`config.mk`:
```
export PLATFORM = sky130hd
export DESIGN_NAME = display_scan_ctrl
export DESIGN_NICKNAME = d
export VERILOG_FILES = /design/src/rtl/display_scan_ctrl.sv
export SDC_FILE = /design/constraint.sdc
export NUM_CORES = 1
export LEC_CHECK = 0
export ABC_AREA = 1
export BUFFER_PORTS_ARGS = -buffer_cell sky130_fd_sc_hd__buf_2
export CORE_ASPECT_RATIO = 0.6
export CORE_MARGIN = 10
export CORE_UTILIZATION = 28
export DETAILED_ROUTE_END_ITERATION = 12
export GPL_TIMING_DRIVEN = 0
export PLACE_DENSITY_LB_ADDON = 0.3
export SETUP_SLACK_MARGIN = 0.1
export SYNTH_ARGS = -nofsm -noshare
export SYNTH_HDL_FRONTEND = slang
export SYNTH_SLANG_ARGS = --single-unit
export TNS_END_PERCENT = 100
```
`constraint.sdc`:
```
create_clock -name clk -period 2 [get_ports clk]
set_input_delay 0.5 -clock clk [delete_from_list [all_inputs] [get_ports clk]]
set_output_delay 0.5 -clock clk [all_outputs]
set_load 0.05 [all_outputs]
```
`src/rtl/display_scan_ctrl.sv`:
```
// Multiplexed 7-segment scan controller: latches a packed digit vector and drives one
// common-anode digit at a time with blanking gaps. Optional macro: LEADING_ZERO_SUPPRESS_EN.
module display_scan_ctrl #(
    parameter int unsigned NUM_DIGITS   = 4,
    parameter int unsigned REFRESH_DIV  = 50000,
    parameter int unsigned BLANK_CYCLES = 500
) (
    input  logic                    clk,
    input  logic                    reset,
    input  logic                    enable,
    input  logic                    load,
    input  logic [4*NUM_DIGITS-1:0] digits_in,
    output logic [3:0]              digit_out,
    output logic [NUM_DIGITS-1:0]   anode_n,
    output logic                    frame_tick
);

    localparam int unsigned DATA_W  = 4 * NUM_DIGITS;
    localparam int unsigned CNT_MAX = (REFRESH_DIV > BLANK_CYCLES) ? REFRESH_DIV : BLANK_CYCLES;
    localparam int unsigned CNT_W   = (CNT_MAX < 2) ? 1 : $clog2(CNT_MAX);
    localparam int unsigned IDX_W   = $clog2(NUM_DIGITS);

    localparam logic [1:0] ST_IDLE  = 2'd0;
    localparam logic [1:0] ST_BLANK = 2'd1;
    localparam logic [1:0] ST_DRIVE = 2'd2;

    localparam logic [CNT_W-1:0] BLANK_LAST = CNT_W'(BLANK_CYCLES - 1);
    localparam logic [CNT_W-1:0] DRIVE_LAST = CNT_W'(REFRESH_DIV - 1);
    localparam logic [IDX_W-1:0] IDX_LAST   = IDX_W'(NUM_DIGITS - 1);

    logic [1:0]            state_q, state_d;
    logic [CNT_W-1:0]      cnt_q, cnt_d;
    logic [IDX_W-1:0]      idx_q, idx_d;
    logic [DATA_W-1:0]     shadow_q, shadow_d;
    logic [DATA_W-1:0]     frame_q, frame_d;
    logic [NUM_DIGITS-1:0] anode_d;
    logic [3:0]            digit_d;
    logic                  tick_d;
    logic                  suppress;

    // Next-state and next-output logic; outputs are derived from the next register
    // values so anode_n/digit_out/frame_tick line up with the state on the same edge.
    always_comb begin
        state_d  = state_q;
        cnt_d    = cnt_q;
        idx_d    = idx_q;
        frame_d  = frame_q;
        shadow_d = load ? digits_in : shadow_q;
        anode_d  = '1;
        digit_d  = 4'd0;
        tick_d   = 1'b0;
        suppress = 1'b0;

        case (state_q)
            ST_IDLE: begin
                cnt_d = '0;
                idx_d = '0;
                if (enable) begin
                    state_d = ST_BLANK;
                end
            end
            ST_BLANK: begin
                if (cnt_q == BLANK_LAST) begin
                    state_d = ST_DRIVE;
                    cnt_d   = '0;
                    if (idx_q == '0) begin
                        frame_d = shadow_q;
                        tick_d  = 1'b1;
                    end
                end else begin
                    cnt_d = cnt_q + 1'b1;
                end
            end
            ST_DRIVE: begin
                if (cnt_q == DRIVE_LAST) begin
                    state_d = ST_BLANK;
                    cnt_d   = '0;
                    idx_d   = (idx_q == IDX_LAST) ? '0 : idx_q + 1'b1;
                end else begin
                    cnt_d = cnt_q + 1'b1;
                end
            end
            default: begin
                state_d = ST_IDLE;
                cnt_d   = '0;
                idx_d   = '0;
            end
        endcase

        // Disabling goes dark on the next edge and restarts the scan from digit 0.
        if (!enable) begin
            state_d = ST_IDLE;
            cnt_d   = '0;
            idx_d   = '0;
            frame_d = frame_q;
            tick_d  = 1'b0;
        end

        for (int unsigned i = 0; i < NUM_DIGITS; i++) begin
            if (IDX_W'(i) == idx_d) begin
                digit_d = frame_d[4*i +: 4];
            end
        end

`ifdef LEADING_ZERO_SUPPRESS_EN
        // Blank a slot when it and every more-significant digit are zero; slot 0 always shows.
        begin
            logic upper_nz;
            upper_nz = 1'b0;
            for (int unsigned i = 0; i < NUM_DIGITS; i++) begin
                if (IDX_W'(i) >= idx_d && frame_d[4*i +: 4] != 4'd0) begin
                    upper_nz = 1'b1;
                end
            end
            suppress = (idx_d != '0) && !upper_nz;
        end
`else
        suppress = 1'b0;
`endif

        if (state_d == ST_DRIVE && !suppress) begin
            for (int unsigned i = 0; i < NUM_DIGITS; i++) begin
                if (IDX_W'(i) == idx_d) begin
                    anode_d[i] = 1'b0;
                end
            end
        end
    end

    // State and output registers.
    always_ff @(posedge clk) begin
        if (reset) begin
            state_q    <= ST_IDLE;
            cnt_q      <= '0;
            idx_q      <= '0;
            shadow_q   <= '0;
            frame_q    <= '0;
            anode_n    <= '1;
            digit_out  <= 4'd0;
            frame_tick <= 1'b0;
        end else begin
            state_q    <= state_d;
            cnt_q      <= cnt_d;
            idx_q      <= idx_d;
            shadow_q   <= shadow_d;
            frame_q    <= frame_d;
            anode_n    <= anode_d;
            digit_out  <= digit_d;
            frame_tick <= tick_d;
        end
    end

endmodule

```
## After elaboration in Yosys (flattened, before gate mapping)

Cells that the tools add are included.
Widths: inputs -> output; s select.

- Add/sub/neg operators: 2
- Equal/unequal tests: 9
- Muxes and demuxes: 24
- Bitwise logic cells: 4
- Reductions and logical operators: 6

Operators by type and width:

| kind | number |
|---|---|
| $mux 16 | 6 |
| $pmux 16 s2 | 1 |
| $add 16x1->16 const B | 1 |
| $eq 16x16->1 const B | 1 |
| $eq 16x9->1 const B | 1 |
| $mux 4 | 4 |
| $mux 2 | 6 |
| $eq 2x2->1 const B | 3 |
| $logic_not 2->1 | 3 |
| $pmux 2 s3 | 1 |
| $mux 1 | 5 |
| $eq 2x2->1 const A | 2 |
| $not 1->1 | 4 |
| $pmux 2 s2 | 1 |
| $reduce_or 2->1 | 2 |
| $reduce_or 4->1 | 1 |
| $add 2x1->2 const B | 1 |
| $eq 1x2->1 const A | 1 |
| $eq 2x1->1 const B | 1 |

- Bits in registers: 61
- Input bits: 20
- Output and inout bits: 9
- Logic and storage cells: 53

## Depth between registers and ports, before layout

Gate-level depths: netlist of run 1.

- Word-level depth: 10
- Mapped depth: 14
- Gate-level depth less buffers: 14

## Worst setup path before layout of run 1

OpenSTA, ideal clock, no wires.

- Path kind: register to register
- From: reg cnt_q[0]
- To: reg digit_out[1]
- Setup time: 0.128 ns
- Arrival: 1.498 ns
- Required time: 1.872 ns
- Setup slack: 0.375 ns
- Stages on the path, launching flop included: 12
- Buffers on the path: 1
- Period minus slack after synthesis: 1.625 ns
- Cells stage by stage: dfxtp_1 ha_1 nand2_1 nor2_1 nand4_2 buf_2 nand2_1 nand2_1 nand4_1 nand2_1 nor2_1 nor2_1

- Cells in the longest elaborated chain, start to end: 9
- Elaborated cells on any way between the ends: 16
- Classes of those cells: eq/ne: 5; mux: 10; reduce/logical: 1

Ends and longest elaborated chain:

| what | line | source |
|---|---|---|
| from (decl) | 32 | `logic [CNT_W-1:0] cnt_q, cnt_d;` |
| from (signal assigned) | 143 | `cnt_q <= cnt_d;` |
| $eq 16x16->1 | 75 | `if (cnt_q == DRIVE_LAST) begin` |
| $mux 2 | 75 |  |
| $pmux 2 s2 | 54 | `case (state_q)` |
| $mux 2 | 91 | `if (!enable) begin` |
| $logic_not 2->1 | 100 | `if (IDX_W'(i) == idx_d) begin` |
| $mux 4 (3 in series) | 100 |  |
| $mux 4 (*) | 100 |  |
| to (signal assigned) | 148 | `digit_out <= digit_d;` |
| to (decl) | 13 | `output logic [3:0] digit_out,` |

Every way passes the cells marked *; elsewhere a longest branch is shown, timed or not.
A chain may end at the register's enable or synchronous reset.

## Worst setup path after layout of run 1

- From: reg state_q[1]
- To: reg digit_out[3]

- Cells in the longest elaborated chain, start to end: 8
- Elaborated cells on any way between the ends: 14
- Classes of those cells: eq/ne: 5; mux: 8; reduce/logical: 1

Ends and longest elaborated chain:

| what | line | source |
|---|---|---|
| from (decl) | 31 | `logic [1:0] state_q, state_d;` |
| from (signal assigned) | 142 | `state_q <= state_d;` |
| $eq 2x2->1 / $eq 2x1->1 (equally long branches) | 54 |  |
| $pmux 2 s2 | 54 |  |
| $mux 2 | 91 |  |
| $logic_not 2->1 | 100 |  |
| $mux 4 (3 in series) | 100 |  |
| $mux 4 (*) | 100 |  |

Marks and branches as above.

==> results of run 1 <==
==> Yosys cell counts, drive strengths merged <==
master,count
xor2,5
nor2,73
buf,5
nand3b,1
xnor2,2
nor3,4
ha,7
o221a,1
nand2,80
clkbuf,5
nand4,9
or2,1
a21oi,14
clkinv,4
inv,54
nor3b,2
dfxtp,61
a31oi,2
nand3,15
a2111oi,1
o21ai,36
==> power breakdown <==
part / switching [mW] / leakage, nW / internal [mW]
clock network: 0.523 / 0.143 / 0.992
logic: 0.0650 / 0.824 / 0.0353
registers: 0.0104 / 0.503 / 1.24
total: 0.598 / 1.47 / 2.27
==> flip-flops by register name, summed over array words and instances (netlist names) <==
name        count
anode_n         4
cnt_q          16
digit_out       4
frame_q        16
frame_tick      1
idx_q           2
shadow_q       16
state_q         2
==> path summary, 6_finish.rpt <==
| kind | end | slack, ns |
|---|---|---|
| max | digit_out[3] | 0.24 |
| min reg2reg | cnt_q[0] | 0.45 |
| max reg2reg | digit_out[3] | 0.24 |
| min | shadow_q[13] | 0.40 |
==> critical path, cell delays in order (launching register included) <==
cell	delay [ns]
dfxtp_1	0.36
inv_1	0.09
ha_1	0.29
nand2_2	0.08
inv_1	0.14
nand2_1	0.07
clkinv_1	0.05
nand2_2	0.07
buf_6	0.15
nand3_1	0.08
nand3_1	0.13
nand2_1	0.09
inv_1	0.04
==> layout by cell type (no fill, tap or decap), types with 3 or more instances in the layout <==
master / Yosys / final
a21oi_1: 13 / 13
buf_2: 2 / 28
buf_4: 0 / 3
clkbuf_1: 5 / 7
clkbuf_16: 0 / 9
clkinv_2: 1 / 3
clkinvlp_4: 0 / 3
dfxtp_1: 61 / 48
dfxtp_2: 0 / 12
ha_1: 7 / 5
inv_1: 53 / 52
nand2_1: 72 / 70
nand2_2: 7 / 9
nand3_1: 12 / 12
nand4_1: 8 / 8
nor2_1: 67 / 61
nor2_2: 3 / 8
nor2_4: 3 / 4
o21ai_0: 26 / 25
o21ai_1: 8 / 8
o21ai_2: 2 / 3
xor2_1: 5 / 5
==> cell families after synthesis <==
kind of cell / count (synthesis)
AOI/OAI and AO/OA: 54
xor gates and xnor gates: 7
adders and majority gates: 7
buffers and inverters: 68
DFF: 61
and+or+nand+nor: 185
==> timing repair <==
action | in CTS | in global routing
resized for setup | 4 | 30
setup buffers | 0 | 2
gates cloned | 0 | 1
pin swaps | 1 | 5
setup endpoints to repair | 4 | 20
==> routing by layer <==
metal	vias to the layer above	share of wire [%]
met4	0	1.6
met2	52	37
met3	14	7.4
li1	1291	-
met5	-	0
met1	1093	54
==> stage by stage <==
stage               std cells  power (mW)  cell area [sq um]  hold WS, ns
detailed placement        545        1.37               3100        0.452
global route              564        2.98               3500        0.409
floorplan                 382        1.33               2790        0.429
CTS                       561        2.90               3410        0.388
finish                    564        2.87               3500        0.396
global placement          545        1.37               3100        0.439
==> cell type report <==
type	instances	area (sq um)
multi-input cells	253	1350
clock buffers	12	246
well taps	135	169
repair inverters	1	7.51
plain buffers	10	60.1
flip-flops and latches	61	1240
fillers	1068	6310
clock inverters	4	47.5
repair buffers	30	155
inverters	58	223
==> results.yml, run 1 <==
clocking:
  cts.sinks: 61
  holdBufCountCts: 0
  root_buffer: "clkbuf_16"
  cts_buffer_depth: 2
  clkLatencyLatePin_ns: 0.33
  cts.clk_slew.worst_paths_ns: 0.05
  cts_buffers: 9
  cts_tree: "done"
  h-tree-depth: 3
synthesis:
  synth_compound_area_share_pct: 10.8
  yosys.area.top_type: "dfxtp_1"
  yosysUniqueCellTypes: 36
  synthMuxAreaShare_pct: 0
  yosys-top-cells-area: "dfxtp_1, nand2_1, nor2_1"
  synth-seq-cells: 61
  synth_nets: 409
  synth_area_sq_um: 2790
  avgSynthCellArea_sq_um: 7.31
  yosys.area_share.xor_xnor_pct: 2.19
  ys.warnings.count: 0
  synth_fa_ha_area_share_pct: 3.13
  ys_seq_area_share_pct: 43.7
  syn_inst: 382
  synth_top_area_share_pct: 43.7
  synth_simple_gate_area_share_pct: 30.4
  synth_top_family_by_area: "simple AND/OR/NAND/NOR gates"
final_layout:
  drive_above_1_share_pct: 23.8
  area.growth.synth_to_final_pct: 25.3
  postLayoutCoreUtil_pct: 35.7
  nNetsFinal: 451
  antenna_cells: 0
power_and_ir_drop:
  peakVddDrop_mv: 0.420
  leakagePower_nw: 1.47
  power_density_nw_per_um2: 819
global_routing:
  grt-busiest-layer: "met1"
  grt_use_met3_pct: 3.35
  grt_pass1_vias: 2324
  grt_use_total_pct: 9.78
  grtUsageMet2_pct: 12.3
  antenna_found_initial: 0
  use_met1_pct: 14.4
  grt_max_degree: 11
  grt_pass1_wl_um: 11400
  overflow: 0
detailed_routing:
  drt-vias-per-instance: 4.34
  wirelength_um: 6830
  ant_nets: 0
  num_vias: 2450
  dr.pass1.iters: 5
  wl_per_cell_um: 12.1
  drt_iter0_markers: 163
  drc: 0
place:
  place_congestion: 0.858
  io_buffers: 28
  hpwl_um: 5270
  post-place-ws_ns: 0.0394
die:
  die-height_um: 97.4
  dieArea_sq_um: 14500
  die_w_um: 149
  core_sq_um: 9810
  ios: 29
  start_util_pct: 28.5
  rows: 28
timing:
  timing.final.ws_setup_ns: 0.239
  fmax_mhz: 568
  grt_setup_unrepaired: "false"
  slew_violations: 0
  setup_tns_ns: 0
  relSlewSlack_pct: 66.7
  tightest_slew_ns: 0.499
  hold_viol: 0
  skew_ns: 0.00771
  period_share_pct: 88.1
  setup_viol: 0
  period_needed_ns: 1.76
run:
  max-cap-violations: 0
setup_path:
  rr_worst_depth: 12
  timing.rr.start: "state_q[1]"
  crit_arrival_ns: 1.98
  crit_type: "flip-flop to flip-flop"
  crit_fanout: 10
  critPathLaunch: "state_q[1]"
  startpoint_type: "flip-flop"
  cp-end-kind: "flip-flop"
  required_ns: 2.22
hold_path:
  hold_class: "input pin to flip-flop"
  whs_path_depth: 3
  hp-start: "digits_in[13]"
outcome:
  outcome: "finished, final reports clean"
(Power assumes the default switching activity.)
==> run 2: changes to the inputs <==
- REMOVE_ABC_BUFFERS: unset -> 1
- clock period: 2 -> 1.93 ns (I/O delays scaled with it)
==> run 2 against run 1 <==
First-iteration DRC count is 12% higher. Sequential power grew 3%. Clock power is 15% higher. Register-to-register slack worse by 0.098 ns. Sequential share of layout area fell by 3.2 points. Core utilization up 4.2 points. Clock skew about the same. Worst setup slack got worse by 0.098 ns. Highest routed layer unchanged. Routed wire length increased by 9.6%. Maximum frequency is 1.6% lower.
==> results.yml, run 2 (same netlist as run 1, synthesis figures left out) <==
timing:
  timing.final.ws_setup_ns: 0.140
  hold_viol: 0
  period_share_pct: 92.7
  slew_violations: 0
  skew_ns: 0.00809
  period_needed_ns: 1.79
  grt_setup_unrepaired: "true"
  tightest_slew_ns: 0.659
  relSlewSlack_pct: 56.0
  fmax_mhz: 559
  setup_viol: 0
setup_path:
  cp-end-kind: "flip-flop"
  crit_type: "flip-flop to flip-flop"
  required_ns: 2.15
  crit_fanout: 5
  crit_arrival_ns: 2.01
  startpoint_type: "flip-flop"
final_layout:
  largestRegisters: "cnt_q (16), frame_q (16), shadow_q (16)"
  final_common_cell: "nor2_1"
  final_cell_mix: "nor2_1, nand2_1, inv_1, dfxtp_1, buf_2"
  final_cell_area_sq_um: 3910
  fillers: 1031
  drive_above_1_share_pct: 35.0
  area.growth.synth_to_final_pct: 39.9
  nNetsFinal: 465
  antenna_cells: 0
outcome:
  outcome: "finished, final reports clean"
detailed_routing:
  wl_per_cell_um: 13.0
  drt_iter0_markers: 182
  wirelength_um: 7490
  dr.pass1.iters: 5
  num_vias: 2576
  drt-vias-per-instance: 4.46
  ant_nets: 0
  drc: 0
power_and_ir_drop:
  leakagePower_nw: 1.70
  seqPwrFrac_pct: 40.9
  clkPwrFrac_pct: 55.5
  peakVddDrop_mv: 0.393
  power_density_nw_per_um2: 805
  power_switching_mw: 0.638
  sw_frac_of_total_pct: 20.3
  internal-power_mw: 2.51
  comb_power_share_pct: 3.5
place:
  hpwl_um: 4940
  placed_area_sq_um: 3050
  place_congestion: 0.791
  post-place-ws_ns: -0.562
  io_buffers: 28
global_routing:
  grt_max_degree: 25
  antenna_found_initial: 0
  grtUsageMet2_pct: 13.2
  grt_pass1_wl_um: 11900
  grt_use_met3_pct: 3.67
  grt_use_total_pct: 10.1
  use_met1_pct: 14.7
  overflow: 0
  grt_pass1_vias: 2419
  grt-busiest-layer: "met1"
die:
  dieArea_sq_um: 14500
  start_util_pct: 28.5
  die-height_um: 97.4
  die_w_um: 149
  rows: 28
  core_sq_um: 9810
  ios: 29
clocking:
  cts_buffers: 9
  clkLatencyLatePin_ns: 0.33
  holdBufCountCts: 0
  root_buffer: "clkbuf_16"
  cts.clk_slew.worst_paths_ns: 0.05
  cts.sinks: 61
  cts_tree: "done"
  h-tree-depth: 3
  cts_buffer_depth: 2
run:
  max-cap-violations: 0
hold_path:
  hold_class: "input pin to flip-flop"
[run 2: layout make-up]
type / instances / area [sq um] / share of cell area, %
multi-input cells: 256 / 1570 / 40.2
well taps: 135 / 169 / 4.32
flip-flops and latches: 61 / 1260 / 32.3
repair inverters: 1 / 5.00 / 0.128
clock buffers: 12 / 256 / 6.56
repair buffers: 51 / 344 / 8.80
clock inverters: 4 / 70.1 / 1.79
inverters: 58 / 234 / 5.98
[run 2: critical path, cell delays in order (launching register included)]
cell     delay [ns]
dfxtp_2        0.34
nor2_1         0.19
nand2_4        0.08
nor2_4         0.17
nand4_4        0.17
buf_4          0.20
nand2_2        0.08
o21ai_4        0.07
o21ai_2        0.14
nand2_2        0.09
nor2_4         0.11
nor2_2         0.05
[run 2: power groups by stage]
stage	Sequential, mW	Combinational (mW)	Clock (mW)
after floorplan	1.32	0.0518	0
after global placement	1.32	0.0930	0
after detailed placement	1.32	0.0945	0
after CTS	1.29	0.101	1.78
after global routing	1.29	0.127	1.84
final	1.29	0.111	1.75
[run 2: worst paths after layout]
kind	startpoint	to	slack [ns]	cells past startpoint
max reg2reg	cnt_q[14]	digit_out[2]	0.14	11
min reg2reg	cnt_q[0]	cnt_q[0]	0.44	1
min	digits_in[4]	shadow_q[4]	0.38	3
max	cnt_q[14]	digit_out[2]	0.14	11
[run 2: what timing repair did]
item | in CTS | in global routing
gates resized for setup | 23 | 78
setup endpoints to repair | 31 | 15
gates cloned | 2 | 2
pin swaps | 5 | 29
buffers inserted | 3 | 20
[run 2: through the flow]
step / setup TNS (ns) / util [%] / total power [mW] / hold WS (ns) / cells
2_1_floorplan: 0 / - / 1.37 / 0.429 / 372
3_3_place_gp: -5.24 / 31.1 / 1.41 / 0.441 / 535
3_5_place_dp: -6.13 / 31.1 / 1.42 / 0.453 / 535
4_1_cts: 0 / 35.7 / 3.18 / 0.363 / 556
5_1_grt: 0 / 39.9 / 3.25 / 0.381 / 578
6_report: 0 / 39.9 / 3.15 / 0.375 / 578
[run 2: layer usage]
metal  wire length, um  part of all wire, %
met1              3980                   53
met2              2970                   40
met3               437                  5.8
met4                97                  1.3
met5                 0                    0
